==> src/rtl/mem_access_unit.sv <==
// Load/store controller between the datapath and a combinational-read data_memory.
// Sub-word stores are performed as read-modify-write; mem_* outputs derive only from registered state.
module mem_access_unit #(
    parameter int ADDR_WIDTH = 32,
    parameter int DATA_WIDTH = 32,
    parameter int MEM_AW     = 6
) (
    input  logic                  clk,
    input  logic                  rst_n,
    input  logic                  req_valid,
    output logic                  req_ready,
    input  logic                  req_store,
    input  logic [1:0]            req_size,
    input  logic                  req_uns,
    input  logic [ADDR_WIDTH-1:0] req_addr,
    input  logic [DATA_WIDTH-1:0] req_wdata,
    output logic                  resp_valid,
    output logic [DATA_WIDTH-1:0] resp_rdata,
    output logic                  resp_err,
    output logic [MEM_AW-1:0]     mem_addr,
    output logic [DATA_WIDTH-1:0] mem_wdata,
    input  logic [DATA_WIDTH-1:0] mem_rdata,
    output logic                  mem_write,
    output logic                  mem_read
);

    localparam int AW = MEM_AW + 2;

    typedef enum logic [2:0] {
        IDLE,
        LOAD,
        WR,
        RMW_RD,
        RMW_WR,
        RESP
    } state_t;

    state_t                state_q, state_d;
    logic [AW-1:0]         addr_q, addr_d;
    logic [DATA_WIDTH-1:0] wdata_q, wdata_d;
    logic [1:0]            size_q, size_d;
    logic                  uns_q, uns_d;
    logic [DATA_WIDTH-1:0] merge_q, merge_d;
    logic [DATA_WIDTH-1:0] rdata_q, rdata_d;
    logic                  err_q, err_d;

    logic                  req_bad;
    logic [7:0]            byte_v;
    logic [15:0]           half_v;
    logic [DATA_WIDTH-1:0] load_data;
    logic [DATA_WIDTH-1:0] merged;

    // Address bits above the memory index are deliberately dropped (wrap-around).
    logic unused_addr_hi;
    assign unused_addr_hi = ^req_addr[ADDR_WIDTH-1:AW];

    assign req_ready  = (state_q == IDLE);
    assign mem_addr   = addr_q[AW-1:2];
    assign resp_rdata = rdata_q;
    assign resp_err   = err_q;

    always_comb begin
        req_bad = 1'b0;
        case (req_size)
            2'b01:   req_bad = req_addr[0];
            2'b10:   req_bad = (req_addr[1:0] != 2'b00);
            2'b11:   req_bad = 1'b1;
            default: req_bad = 1'b0;
        endcase
    end

    always_comb begin
        byte_v    = mem_rdata[{addr_q[1:0], 3'b000} +: 8];
        half_v    = mem_rdata[{addr_q[1], 4'b0000} +: 16];
        load_data = mem_rdata;
        case (size_q)
            2'b00:   load_data = {{24{~uns_q & byte_v[7]}}, byte_v};
            2'b01:   load_data = {{16{~uns_q & half_v[15]}}, half_v};
            default: load_data = mem_rdata;
        endcase
    end

    always_comb begin
        merged = merge_q;
        if (size_q == 2'b00) begin
            merged[{addr_q[1:0], 3'b000} +: 8] = wdata_q[7:0];
        end else begin
            merged[{addr_q[1], 4'b0000} +: 16] = wdata_q[15:0];
        end
    end

    always_comb begin
        state_d    = state_q;
        addr_d     = addr_q;
        wdata_d    = wdata_q;
        size_d     = size_q;
        uns_d      = uns_q;
        merge_d    = merge_q;
        rdata_d    = rdata_q;
        err_d      = err_q;
        mem_read   = 1'b0;
        mem_write  = 1'b0;
        mem_wdata  = '0;
        resp_valid = 1'b0;
        case (state_q)
            IDLE: begin
                if (req_valid) begin
                    addr_d  = req_addr[AW-1:0];
                    wdata_d = req_wdata;
                    size_d  = req_size;
                    uns_d   = req_uns;
                    rdata_d = '0;
                    err_d   = req_bad;
                    if (req_bad) begin
                        state_d = RESP;
                    end else if (!req_store) begin
                        state_d = LOAD;
                    end else if (req_size == 2'b10) begin
                        state_d = WR;
                    end else begin
                        state_d = RMW_RD;
                    end
                end
            end
            LOAD: begin
                mem_read = 1'b1;
                rdata_d  = load_data;
                state_d  = RESP;
            end
            WR: begin
                mem_write = 1'b1;
                mem_wdata = wdata_q;
                state_d   = RESP;
            end
            RMW_RD: begin
                mem_read = 1'b1;
                merge_d  = mem_rdata;
                state_d  = RMW_WR;
            end
            RMW_WR: begin
                mem_write = 1'b1;
                mem_wdata = merged;
                state_d   = RESP;
            end
            RESP: begin
                resp_valid = 1'b1;
                state_d    = IDLE;
            end
            default: state_d = IDLE;
        endcase
    end

    always_ff @(posedge clk) begin
        if (!rst_n) begin
            state_q <= IDLE;
            addr_q  <= '0;
            wdata_q <= '0;
            size_q  <= '0;
            uns_q   <= 1'b0;
            merge_q <= '0;
            rdata_q <= '0;
            err_q   <= 1'b0;
        end else begin
            state_q <= state_d;
            addr_q  <= addr_d;
            wdata_q <= wdata_d;
            size_q  <= size_d;
            uns_q   <= uns_d;
            merge_q <= merge_d;
            rdata_q <= rdata_d;
            err_q   <= err_d;
        end
    end

endmodule

==> config.mk <==
export PLATFORM = sky130hd
export DESIGN_NAME = mem_access_unit
export DESIGN_NICKNAME = d
export VERILOG_FILES = /design/src/rtl/mem_access_unit.sv
export SDC_FILE = /design/constraint.sdc
export NUM_CORES = 1
export LEC_CHECK = 0
export ABC_CLOCK_PERIOD_IN_PS = 3700
export BUFFER_PORTS_ARGS = -buffer_cell sky130_fd_sc_hd__buf_4
export CORE_AREA = 2 2 108 110
export CTS_BUF_LIST = sky130_fd_sc_hd__clkbuf_8
export CTS_CLUSTER_SIZE = 25
export DETAILED_ROUTE_END_ITERATION = 8
export DIE_AREA = 0 0 110 112
export PLACE_DENSITY = 0.77
export SLEW_MARGIN = 20
export SYNTH_ARGS = -nofsm -noshare
export SYNTH_HDL_FRONTEND = slang
export SYNTH_SLANG_ARGS = --single-unit
==> constraint.sdc <==
create_clock -name clk -period 3.7 [get_ports clk]
set_input_delay 0.185 -clock clk [delete_from_list [all_inputs] [get_ports clk]]
set_output_delay 0.185 -clock clk [all_outputs]
set_load 0.05 [all_outputs]
==> impl_metrics.env, run 1 <==
export IMPL_worst_ir_drop_vdd_uv=326
export IMPL_rsz0062_at_grt="false"
export IMPL_netSwitchingPower_mw=0.957
export IMPL_synth_cell_types=51
export IMPL_die_x_um=110
export IMPL_track_usage_pct=25.6
export IMPL_num_fill_cells=985
export IMPL_crit_end="mem_wdata[17]"
export IMPL_yosysWarnings=0
export IMPL_ys_flop_type="dfxtp_1"
export IMPL_postRouteAntennaNets=0
export IMPL_cp_start_kind="flip-flop"
export IMPL_internal_power_mw=1.79
export IMPL_drtPass1Iterations=6
export IMPL_power_mw=2.75
export IMPL_cts_buffer_depth=2
export IMPL_cp_max_fo=17
export IMPL_drv_slew=0
export IMPL_globalRoute_totalOverflow=0
export IMPL_r2r_slack_ns=1.33
export IMPL_cts_root_buf="clkbuf_8"
export IMPL_dieArea_sq_mm=0.0123
export IMPL_synth_cells=646
export IMPL_cts_hold_buf=0
export IMPL_cts_setup_buffers=0
export IMPL_cap_viol_max_count=0
export IMPL_critical_path_cell_count=5
export IMPL_drive_above_1_share_pct=25.7
export IMPL_diodes=0
export IMPL_viasPerCell=5.55
export IMPL_tns_ns=0
export IMPL_pin_count=178
export IMPL_hold_violations=0
export IMPL_path_buf_inv=1
export IMPL_cts_buffers=9
export IMPL_ys_seq_elements=111
export IMPL_core_sq_mm=0.0112
export IMPL_end_kind="output pin"
export IMPL_skew_ns=0.00973
export IMPL_reg2reg_depth=4
export IMPL_port_buffers=153
export IMPL_finalSetupViolCount=0
export IMPL_r2r_start="state_q[0]$_SDFFE_PN0P_"
export IMPL_final_cell_mix="nand2_1, buf_4, dfxtp_1"
export IMPL_cp_slowest_cell="nor2_1"
export IMPL_comb_power_share_pct=25.5
export IMPL_area_growth_pct=24.5
export IMPL_wirelength_um=15700
export IMPL_drt_iter0_markers=434
export IMPL_htreeDepth=3
export IMPL_clk_latency_ns=0.40
export IMPL_max_slew_margin_pct=30.8
export IMPL_clock_sinks=111
export IMPL_critPathLaunch="size_q[0]$_SDFFE_PN0P_"
export IMPL_hold_class="input port to flip-flop"
export IMPL_rows=39
export IMPL_syn_nets=754
export IMPL_antenna_found_initial=0
export IMPL_final_common_cell="nand2_1"
export IMPL_fmax_mhz=331
export IMPL_arrival_ns=2.83
export IMPL_grt_pass1_wl_um=24500
export IMPL_path_clk_slew_ns=0.10
export IMPL_cts_tree="done"
export IMPL_place_congestion=0.902
export IMPL_fin_crit_ns=3.02
export IMPL_grt_pass1_vias=4781
export IMPL_cts_resized=0
export IMPL_worstPathCellList="nor2_1, o21ai_0, a21oi_1, a221o_1, buf_4"
export IMPL_drc_errors=0
export IMPL_p_seq_share_pct=48.4
export IMPL_power_density_mw_per_mm2=407
export IMPL_die_h_um=112
export IMPL_synthArstFlopShare_pct=0
export IMPL_clockPowerShare_pct=26.1
export IMPL_period_share_pct=81.5
export IMPL_critical_path_class="flip-flop to output pin"
export IMPL_required_ns=3.51
export IMPL_start_util_pct=48.5
export IMPL_crit_family="compound AO/OA/AOI/OAI gates"
export IMPL_netSwitchingFraction_pct=34.8
export IMPL_wl_per_cell_um=17.3
export IMPL_grt_max_degree=80
export IMPL_worst_pin_slew_ns=1.04
export IMPL_max_stage_delay_ns=0.70
export IMPL_final_util_pct=60.4
export IMPL_outcome="complete, no violations"
export IMPL_syn_area_sq_mm=0.00542
export IMPL_r2r_end="resp_rdata[16]$_SDFFE_PN0P_"
export IMPL_post_synth_cell_area_avg_sq_um=8.40
export IMPL_dpl_hpwl_um=11700
export IMPL_num_vias=5052
export IMPL_yosysSeqAreaShare_pct=41.0
export IMPL_synth_edf_count=0
export IMPL_p_leak_nw=2.72
export IMPL_fin_nets=871
## state kept, by name, indices dropped and copies added (netlist names)
signal	count
addr_q	8
merge_q	32
resp_err	1
resp_rdata	32
size_q	2
state_q	3
uns_q	1
wdata_q	32
## worst register-to-register path, delay by kind of cell (launching register included)
kind	cells	cell delay [ns]
compound gates	2	1.04
simple gates	2	0.76
flops	1	0.52
## cell families (layout without fill, tap and decap cells)
group           count (synthesis)  in the layout  share of synthesized area (%)
simple gates                  226            226                           18.7
compound gates                216            216                           29.9
flops                         111            111                           41.0
buf+inv                        70            192                           5.63
mux                            18             18                           3.71
fa+ha+maj                       5              5                           1.15
## cell type report
class                           count  area (sq um)  share of cell area [%]
Tap cell                          143           179                    2.65
Clock buffer                       10           138                    2.04
Clock inverter                      6          52.6                   0.778
Sequential cell                   111          2220                    32.9
Multi-Input combinational cell    465          2900                    42.9
Inverter                           16          60.1                   0.890
Timing Repair Buffer              160          1200                    17.8
## power by group through the flow
stage                     Clock (mW)  Sequential (mW)  Combinational [mW]
after global placement             0             1.35               0.686
after global routing           0.765             1.34               0.753
final                          0.717             1.33               0.701
after detailed placement           0             1.36               0.697
after CTS                      0.724             1.33               0.700
after floorplan                    0             1.44               0.383
## how the worst min path moves through the flow
stage                     cells past startpoint        start                       to  slack, ns
after floorplan                               1  req_size[1]  state_q[0]$_SDFFE_PN0P_       0.32
after global placement                        2  req_size[1]  state_q[0]$_SDFFE_PN0P_       0.43
after detailed placement                      2  req_size[1]  state_q[0]$_SDFFE_PN0P_       0.43
after CTS                                     2  req_size[1]  state_q[0]$_SDFFE_PN0P_       0.02
after global routing                          2  req_size[1]  state_q[0]$_SDFFE_PN0P_       0.03
final                                         3  req_addr[3]   addr_q[3]$_SDFFE_PN0P_       0.03
## cells in the mapped netlist (2+ instances only)
cell       instances  area share [%]
a21boi_1          76              11
dfxtp_1          111              41
buf_2             10            0.92
or2_1              2            0.23
a22oi_1            7            0.97
buf_4              6            0.83
a41oi_1            2            0.32
ha_1               5             1.2
inv_1             14            0.97
a22o_1            33             5.3
a222oi_1           7             1.3
inv_2              2            0.14
a21oi_1           23             2.1
o21ai_0            9            0.83
mux2_2             9             1.9
mux2_1             8             1.7
nor3_2             2            0.37
clkbuf_1          36             2.5
nand2_1          174              12
nor2b_1            2            0.23
nand2b_1          17             2.0
nor2_1             4            0.28
o21ai_1           26             2.4
nand3b_1           2            0.28
o2bb2ai_1          7             1.1
and2_1            11             1.3
a221o_1            9             1.7
a221oi_1           9             1.5
## per-stage QoR
stage	hold WS [ns]	setup slack [ns]	instances	instance area [sq um]
2_1_floorplan	0.315	1.10	646	5420
3_3_place_gp	0.431	1.16	895	6560
6_report	0.0281	0.683	911	6750
4_1_cts	0.0235	0.699	911	6750
3_5_place_dp	0.435	1.13	895	6560
5_1_grt	0.0253	0.514	911	6750
## metal layers
| metal | GRT usage (%) | part of all wire [%] | up-vias |
|---|---|---|---|
| li1 | - | - | 2487 |
| met5 | 0 | 0 | - |
| met3 | 5.91 | 7.5 | 32 |
| met4 | 10.5 | 3.1 | 0 |
| met2 | 37.1 | 43 | 216 |
| met1 | 36.4 | 46 | 2317 |
Note: power is estimated with default switching activity, not from simulation.
==> inputs of run 2 (changes only) <==
ABC_CLOCK_PERIOD_IN_PS = 2600   (was 3700)
CORE_AREA = 2 2 110 112   (was 2 2 108 110)
DIE_AREA = 0 0 112 114   (was 0 0 110 112)
PLACE_DENSITY = 0.78   (was 0.77)
clock period = 2.6 ns   (was 3.7 ns; I/O delays follow)
==> run 2 against run 1 <==
Net effect:
- sequential power up 43%
- flip-flop and latch count is the same
- critical endpoint is now mem_wdata[16]
- register-to-register slack got worse by 0.93 ns
- clock power increased by 49%
- highest routed layer unchanged
==> impl_metrics.env, run 2 (same netlist as run 1, synthesis figures left out) <==
export IMPL_critical_path_class="flip-flop to output pin"
export IMPL_core_sq_mm=0.0117
export IMPL_viasPerCell=5.49
export IMPL_drtPass1Iterations=5
export IMPL_grt_pass1_vias=5266
export IMPL_finalSetupViolCount=0
export IMPL_top_usage_layer="met2"
export IMPL_die_h_um=114
export IMPL_htreeDepth=3
export IMPL_cp_max_fo=11
export IMPL_drv_slew=0
export IMPL_cts_tree="done"
export IMPL_end_kind="output pin"
export IMPL_final_common_cell="nand2_1"
export IMPL_cp_start_kind="flip-flop"
export IMPL_power_density_mw_per_mm2=541
export IMPL_area_growth_pct=39.4
export IMPL_required_ns=2.47
export IMPL_cts_buffer_depth=2
export IMPL_wl_per_cell_um=17.7
export IMPL_cts_root_buf="clkbuf_8"
export IMPL_drc_errors=0
export IMPL_met1_usage_pct=36.4
export IMPL_period_share_pct=94.4
export IMPL_place_congestion=0.953
export IMPL_place_area_sq_mm=0.00663
export IMPL_drt_iter0_markers=661
export IMPL_cts_setup_buffers=0
export IMPL_arrival_ns=2.33
export IMPL_pin_count=178
export IMPL_diodes=0
export IMPL_dieArea_sq_mm=0.0128
export IMPL_rows=40
export IMPL_drive_above_1_share_pct=24.9
export IMPL_num_vias=5462
export IMPL_worst_pin_slew_ns=0.849
export IMPL_final_cell_mix="nand2_1, buf_4, dfxtp_1"
export IMPL_cts_buffers=9
export IMPL_cap_viol_max_count=0
export IMPL_track_usage_pct=27.6
export IMPL_grt_pass1_wl_um=27900
export IMPL_tns_ns=0
export IMPL_port_buffers=153
export IMPL_path_clk_slew_ns=0.10
export IMPL_fin_nets=950
export IMPL_outcome="complete, no violations"
export IMPL_fmax_mhz=407
export IMPL_p_leak_nw=3.07
export IMPL_postRouteAntennaNets=0
export IMPL_final_cell_area_sq_mm=0.00756
export IMPL_grt_use_met3_pct=6.75
export IMPL_antenna_found_initial=0
export IMPL_clock_sinks=111
export IMPL_globalRoute_totalOverflow=0
export IMPL_worst_ir_drop_vdd_uv=523
export IMPL_wirelength_um=17600
export IMPL_die_x_um=112
export IMPL_rsz0062_at_grt="false"
export IMPL_hold_class="input port to flip-flop"
export IMPL_start_util_pct=46.3
export IMPL_skew_ns=0.0140
export IMPL_dpl_hpwl_um=12300
export IMPL_grt_max_degree=46
export IMPL_clk_latency_ns=0.40
export IMPL_hold_violations=0
export IMPL_max_slew_margin_pct=43.0
export IMPL_fin_crit_ns=2.46
export IMPL_grt_use_met2_pct=45.4
run 2: cell count changes in the layout (fill, tap and decap cells not counted), sizes merged:
cell | before | now
inv | 18 | 19
dlygate4sd3 | 0 | 70
clkbuf | 10 | 9
clkinvlp | 2 | 1
bufinv | 0 | 1
buf | 160 | 169
run 2: layout make-up:
cell class	instances	area (sq um)
well taps	147	184
multi-input cells	465	2920
fillers	994	4150
repair buffers	239	1970
flip-flops and latches	111	2230
clock buffers	9	124
inverters	16	60.1
clock inverters	7	72.6
run 2: what timing repair did:
item,4_1_cts,5_1_grt
gates cloned,0,0
setup endpoints to repair,23,21
resized for setup,3,6
hold endpoints to repair,71,0
hold buffers,70,0
run 2: stage by stage:
step / instances / setup WS [ns] / hold WS [ns] / total power [mW] / utilization, %
2_1_floorplan: 646 / 0.0551 / 0.260 / 2.60 / -
3_3_place_gp: 908 / 0.361 / 0.374 / 2.92 / 56.6
3_5_place_dp: 908 / 0.271 / 0.380 / 2.95 / 56.6
4_1_cts: 994 / 0.0426 / 0.00263 / 4.08 / 64.4
5_1_grt: 994 / 0.0100 / 0.000294 / 4.27 / 64.6
6_report: 994 / 0.145 / 0.0142 / 4.09 / 64.6
run 2: report_power, final:
group / switching [mW] / internal, mW
registers: 0.0940 / 1.80
logic: 0.675 / 0.444
clock network: 0.625 / 0.450
total: 1.39 / 2.70
run 2: path summary, 6_finish.rpt:
path                       startpoint                           to  slack [ns]  cells after the start
min                     req_wdata[11]     wdata_q[11]$_SDFFE_PN0P_        0.01                      3
min reg2reg  wdata_q[19]$_SDFFE_PN0P_     wdata_q[19]$_SDFFE_PN0P_        0.46                      2
max reg2reg    size_q[0]$_SDFFE_PN0P_  resp_rdata[30]$_SDFFE_PN0P_        0.40                      5
max            size_q[1]$_SDFFE_PN0P_                mem_wdata[16]        0.14                      6
run 2: critical path, cell delays in order, from the launching register on:
cell and delay [ns]:
dfxtp_1 0.41, nor2_1 0.34, buf_4 0.25, o21ai_0 0.12, a21oi_2 0.36, a221o_1 0.25, buf_4 0.20
run 2: metal layers:
metal  wire length, um  part of all wire [%]  vias to the layer above
li1                  -                     -                     2649
met1              7420                    42                     2496
met2              8250                    47                      284
met3              1480                   8.4                       33
met4               431                   2.5                        0
met5                 0                     0                        -
